===== config.mk =====
export PLATFORM = sky130hd
export DESIGN_NAME = rs_age_scheduler_flat
export DESIGN_NICKNAME = d
export VERILOG_FILES = /design/src/rtl/rs_age_scheduler_if.sv /design/src/rtl/rs_age_scheduler.sv /design/src/flat_wrapper.sv
export SDC_FILE = /design/constraint.sdc
export NUM_CORES = 1
export LEC_CHECK = 0
export CAP_MARGIN = 20
export CORE_MARGIN = 3
export CORE_UTILIZATION = 47
export DETAILED_ROUTE_END_ITERATION = 16
export GPL_ROUTABILITY_DRIVEN = 0
export GPL_TIMING_DRIVEN = 0
export PLACE_DENSITY = 0.95
export SETUP_SLACK_MARGIN = 0.4
export SYNTH_ARGS = -nofsm -noshare
export SYNTH_HDL_FRONTEND = slang
export SYNTH_SLANG_ARGS = --single-unit

===== constraint.sdc =====
create_clock -name clk -period 5.2 [get_ports clk]
set_clock_uncertainty 0.05 [all_clocks]
set_input_delay 1.04 -clock clk [delete_from_list [all_inputs] [get_ports clk]]
set_output_delay 1.04 -clock clk [all_outputs]
set_load 0.03 [all_outputs]

===== src/rtl/rs_age_scheduler_if.sv =====
// Dispatch/issue handshake bundle for the ALU reservation-station age scheduler.
// master drives requests (dispatch/issue side); slave is the scheduler.
interface rs_age_scheduler_if #(
    parameter int RS    = 3,
    parameter int CNT_W = 15
);
    logic           dispatchValid;
    logic [RS:0]    selectReq;
    logic           execute;
    logic           clear;
    logic           validCommit;
    logic [RS:0]    writeRequests;
    logic [RS:0]    grants;
    logic           noSelect;
    logic           rsFull;
    logic [RS+1:0]  occupancy;
    logic [CNT_W:0] stallCycles;
    logic [CNT_W:0] issueCount;

    modport master (
        output dispatchValid, selectReq, execute, clear, validCommit,
        input  writeRequests, grants, noSelect, rsFull, occupancy, stallCycles, issueCount
    );

    modport slave (
        input  dispatchValid, selectReq, execute, clear, validCommit,
        output writeRequests, grants, noSelect, rsFull, occupancy, stallCycles, issueCount
    );
endinterface


===== src/rtl/rs_age_scheduler.sv =====
// Allocation and oldest-first issue control for the 4-entry ALU reservation station.
// Optional stall/issue performance counters are built when RS_PERF_CNT_EN is defined.
module rs_age_scheduler #(
    parameter int RS    = 3,
    parameter int CNT_W = 15
) (
    input logic               clk,
    input logic               globalReset,
    rs_age_scheduler_if.slave bus
);
    localparam logic [RS:0]   ENTRY_ONE = {{RS{1'b0}}, 1'b1};
    localparam logic [RS+1:0] OCC_ZERO  = '0;

    logic [RS:0]       validVec;
    logic [RS:0][RS:0] age;
    logic [RS+1:0]     occupancy;
    logic              flush;
    logic              rsFull;
    logic              issueEn;
    logic [RS:0]       freeVec;
    logic [RS:0]       allocVec;
    logic [RS:0]       eligible;
    logic [RS:0]       grantVec;
    logic [RS+1:0]     occInc;
    logic [RS+1:0]     occDec;

    assign flush   = bus.clear & bus.validCommit;
    assign rsFull  = &validVec;
    assign freeVec = ~validVec;

    // Lowest free entry: isolate the least significant set bit of the free vector.
    assign allocVec = (bus.dispatchValid & ~rsFull & ~flush) ?
                      (freeVec & (~freeVec + ENTRY_ONE)) : '0;

    assign eligible = validVec & bus.selectReq;
    assign issueEn  = bus.execute & ~flush;

    // An entry wins only if no other eligible entry is older than it.
    always_comb begin
        grantVec = '0;
        for (int i = 0; i <= RS; i++) begin
            grantVec[i] = issueEn & eligible[i] & ~|(age[i] & eligible);
        end
    end

    assign occInc = {OCC_ZERO[RS+1:1], |allocVec};
    assign occDec = {OCC_ZERO[RS+1:1], |grantVec};

    always_ff @(posedge clk or posedge globalReset) begin
        if (globalReset) begin
            validVec  <= '0;
            age       <= '0;
            occupancy <= '0;
        end else if (flush) begin
            validVec  <= '0;
            age       <= '0;
            occupancy <= '0;
        end else begin
            validVec  <= (validVec & ~grantVec) | allocVec;
            occupancy <= occupancy + occInc - occDec;
            // New entry is younger than every survivor; freed or new columns drop out of other rows.
            for (int i = 0; i <= RS; i++) begin
                for (int j = 0; j <= RS; j++) begin
                    if (i == j) begin
                        age[i][j] <= 1'b0;
                    end else if (allocVec[i]) begin
                        age[i][j] <= validVec[j] & ~grantVec[j];
                    end else if (allocVec[j] | grantVec[j] | grantVec[i]) begin
                        age[i][j] <= 1'b0;
                    end
                end
            end
        end
    end

    assign bus.writeRequests = allocVec;
    assign bus.grants        = grantVec;
    assign bus.noSelect      = ~|grantVec;
    assign bus.rsFull        = rsFull;
    assign bus.occupancy     = occupancy;

`ifdef RS_PERF_CNT_EN
    logic [CNT_W:0] stallCnt;
    logic [CNT_W:0] issueCnt;

    function automatic logic [CNT_W:0] sat_inc(input logic [CNT_W:0] v);
        return (&v) ? v : v + {{CNT_W{1'b0}}, 1'b1};
    endfunction

    // Counters survive flushes; only the global reset clears them.
    always_ff @(posedge clk or posedge globalReset) begin
        if (globalReset) begin
            stallCnt <= '0;
            issueCnt <= '0;
        end else begin
            if (bus.dispatchValid & rsFull) stallCnt <= sat_inc(stallCnt);
            if (|grantVec)                  issueCnt <= sat_inc(issueCnt);
        end
    end

    assign bus.stallCycles = stallCnt;
    assign bus.issueCount  = issueCnt;
`else
    assign bus.stallCycles = '0;
    assign bus.issueCount  = '0;
`endif
endmodule


===== src/flat_wrapper.sv =====
// flat-port wrapper written by rule: the top's interface ports become plain ports
module rs_age_scheduler_flat 
#(
    parameter int RS    = 3,
    parameter int CNT_W = 15
)
  (clk, globalReset, bus_dispatchValid, bus_selectReq, bus_execute, bus_clear, bus_validCommit, bus_writeRequests, bus_grants, bus_noSelect, bus_rsFull, bus_occupancy, bus_stallCycles, bus_issueCount);
  rs_age_scheduler_if #(.RS(RS), .CNT_W(CNT_W)) bus_i ();
  input logic clk;
  input logic globalReset;
  input wire logic [$bits(bus_i.dispatchValid)-1:0] bus_dispatchValid;
  input wire logic [$bits(bus_i.selectReq)-1:0] bus_selectReq;
  input wire logic [$bits(bus_i.execute)-1:0] bus_execute;
  input wire logic [$bits(bus_i.clear)-1:0] bus_clear;
  input wire logic [$bits(bus_i.validCommit)-1:0] bus_validCommit;
  output wire logic [$bits(bus_i.writeRequests)-1:0] bus_writeRequests;
  output wire logic [$bits(bus_i.grants)-1:0] bus_grants;
  output wire logic [$bits(bus_i.noSelect)-1:0] bus_noSelect;
  output wire logic [$bits(bus_i.rsFull)-1:0] bus_rsFull;
  output wire logic [$bits(bus_i.occupancy)-1:0] bus_occupancy;
  output wire logic [$bits(bus_i.stallCycles)-1:0] bus_stallCycles;
  output wire logic [$bits(bus_i.issueCount)-1:0] bus_issueCount;
  assign bus_i.dispatchValid = bus_dispatchValid;
  assign bus_i.selectReq = bus_selectReq;
  assign bus_i.execute = bus_execute;
  assign bus_i.clear = bus_clear;
  assign bus_i.validCommit = bus_validCommit;
  assign bus_writeRequests = bus_i.writeRequests;
  assign bus_grants = bus_i.grants;
  assign bus_noSelect = bus_i.noSelect;
  assign bus_rsFull = bus_i.rsFull;
  assign bus_occupancy = bus_i.occupancy;
  assign bus_stallCycles = bus_i.stallCycles;
  assign bus_issueCount = bus_i.issueCount;
  rs_age_scheduler #(.RS(RS), .CNT_W(CNT_W)) u_core (.clk(clk), .globalReset(globalReset), .bus(bus_i));
endmodule

==> qor.csv <==
stage;metric;value;unit
power;Leakage;0.969;nW
yosys;Syn Std Cell Area;0.00154;mm2
floorplan;starting density of the core;50.0;%
cts;htree depth;1;
sta;Slew HR;46.4;%
yosys;post-synthesis cell count;175;
yosys;Post-synth EDFFs;0;
critical_path;R2R Path End;u_core.bus.occupancy[4];
cts;Worst-Skew Late Latency;0.32;ns
cts;Post-CTS Setup Bufs;0;
routing;via count;1370;
yosys;yosys warns;0;
cells_and_area;fillers;253;
critical_path;Worst Setup End Kind;primary output;
run_status;status;finished, final reports clean;
floorplan;number of placement rows;20;
floorplan;Die X;63.2;um
sta;period utilisation layout;83.6;%
sta;Setup WS post-layout;0.855;ns
floorplan;IO Count;57;
yosys;sequential area share after synthesis;34.1;%
cts;Max clock buf depth;2;
grt;overall global routing resource usage;17.6;%
yosys;ys async rst share;100;%
cells_and_area;FF/Latch Area;526;um2
cts;Reg clk slew, reported paths;0.12;ns
cells_and_area;non-filler cells in the finished layout;278;
sta;RSZ-0062 raised after global routing;no;
routing;vias per inst;4.93;
yosys;top_reg_cell synth;dfrtp_1;
critical_path;reg2reg start;u_core.validVec[0];
grt;first-pass GRT wire length;5.58;mm
floorplan;Die Area;0.00400;mm2
power;Peak VDD IR;0.330;mV
cells_and_area;Core Util, Final;64.3;%
critical_path;critical path data arrival time;3.25;ns
grt;maximum number of pins on one net before global-route repair;22;
sta;Worst Tran Pin Value;0.803;ns
yosys;Unique masters post-synth;42;
routing;drt total wl;3.51;mm
critical_path;Critical Path Sink;bus_grants[1];
floorplan;Core Footprint;0.00308;mm2
grt;vias in the first global route;1225;
routing;Pre-antenna DRT Iters;4;
sta;Setup violations, final;0;
critical_path;CP Launch Type;input pin;
yosys;register bit count reported by yosys;21;
cts;CTS Hold Buffers Added;0;
grt;GR Overflow Total;0;
critical_path;cells on worst reg2reg path;14;
sta;Peak Freq;0.230;GHz
cells_and_area;nets;251;
sta;total negative slack;0;ns
critical_path;Req. time, crit path;4.11;ns
cells_and_area;layout cell share with drive strength beyond 1;21.8;%
sta;fin crit period;4.34;ns
power;PD cells;327;mW/mm2
routing;WL/cell;12.6;um
critical_path;crit path from;bus_clear;
sta;Fin. Hold Viols;0;
yosys;Syn Area/Cell;8.80;um2
sta;max-slew violation count;0;
critical_path;Setup CP Type;in -> out;
run;max_cap viols;0;
cts;CTS tree;yes;
cts;clock root cell;clkbuf_4;
place;post-DP HPWL;2.69;mm
cells_and_area;area of the multi-input gates;786;um2
critical_path;Max FO, Critical Path;9;
grt;initial antenna violation count;0;
cells_and_area;synth-to-layout area growth;28.5;%
cts;total CTS buffers;3;
routing;total DRC errors in the routed layout;0;
routing;Initial DRC Count;76;
min_path;hold crit path type;reg -> reg;
place;DP Worst Slack;0.883;ns
critical_path;flop2flop setup slack;2.06;ns
place;number of port buffers;24;
floorplan;die height;63.2;um
cts;TritonCTS sink count;21;
cells_and_area;n_diodes;0;
routing;antenna-violating nets left;0;
place;placed cell count;274;
cts;# resized after CTS;0;
[worst max-delay path, stage by stage]
cell and delay (ns):
clkdlybuf4s50_1 0.45, nand2_2 0.21, nand2_2 0.17, nor2_1 0.58, clkdlybuf4s50_1 0.80
[routing by layer]
metal  global-route usage [%]  share of wire, %  wire length [um]
met1                     21.4                38              1340
met2                     30.6                49              1720
met3                     3.21                11               392
met4                     7.01               1.8                62
met5                        0                 0                 0
[synth_stat cells (all sizes together) (2+ instances only)]
cell     number  share of area [%]
nor3          2               0.65
nand3        14                5.2
or3           2               0.81
clkinv        2               0.81
nand2        16                4.2
nor2b         2               0.81
xor2          2                1.1
buf          37                 18
o21ai         6                1.9
a21oi        10                3.2
ha            5                4.1
nand4b        4                3.7
o211ai        2               0.97
nor2          9                2.5
dfrtp        21                 34
and2          2               0.81
o32ai         5                2.8
inv          14                3.4
o2111ai       5                2.8
[cell families (layout without fill, tap and decap cells)]
logic type	Yosys count	after routing	synth area share (%)
AO/OA/AOI/OAI	34	34	15.3
other	1	32	0.243
flip-flops	21	21	34.1
adder cells (fa/ha/maj)	6	6	5.36
XOR/XNOR	2	2	1.14
buffers and inverters	54	82	22.4
AND/OR/NAND/NOR	57	57	21.4
[layout make-up]
cell class	instances	share of cell area [%]
plain buffers	38	14.2
repair buffers	24	12.1
well taps	44	2.78
clock inverters	1	0.253
clock buffers	3	1.14
inverters	16	3.29
multi-input cells	131	39.7
flip-flops and latches	21	26.5
[power breakdown]
group | internal (mW) | total [mW] | leakage, nW | switching (mW)
sequential | 0.196 | 0.221 | 0.278 | 0.0250
clock | 0.0288 | 0.0828 | 0.0177 | 0.0540
combinational | 0.142 | 0.343 | 0.673 | 0.201
[layout by cell type (no fill, tap or decap), drive strengths merged]
master,instances
a21oi,10
o21ai,6
clkbuf,4
or4,1
inv,14
or3,2
nand3,14
clkdlybuf4s50,24
buf,37
nand4b,4
fa,1
nor2,9
o31ai,1
conb,32
o211ai,2
a21bo,1
nand4,1
nor2b,2
a21o,1
o31a,1
o221ai,1
or3b,1
and2,2
ha,5
o32ai,5
o2111ai,5
nor4,1
nor3b,1
nand2,16
xor2,2
o211a,1
clkinv,3
dfrtp,21
nor3,2
or2,1
[flip-flops by register name (all words and copies together), names as in the netlist]
signal / cells
u_core.age: 12
u_core.bus.occupancy: 5
u_core.validVec: 4
[stage by stage]
step	hold WS [ns]	power [mW]	area [um2]
final	0.494	0.646	1980
after global routing	0.519	0.697	1980
after CTS	0.494	0.650	1980
after detailed placement	0.476	0.565	1950
after global placement	0.474	0.551	1950
after floorplan	0.461	0.469	1660
[worst min-delay path by stage]
stage | start | end | slack [ns] | depth (start not counted)
after CTS | u_core.age[4] | u_core.age[4] | 0.49 | 2
after floorplan | u_core.age[2] | u_core.age[2] | 0.46 | 2
after global routing | u_core.age[4] | u_core.age[4] | 0.52 | 2
after detailed placement | u_core.age[4] | u_core.age[4] | 0.48 | 2
final | u_core.age[4] | u_core.age[4] | 0.49 | 2
after global placement | u_core.age[6] | u_core.age[6] | 0.47 | 2
Power figures use the tool's default switching activity.
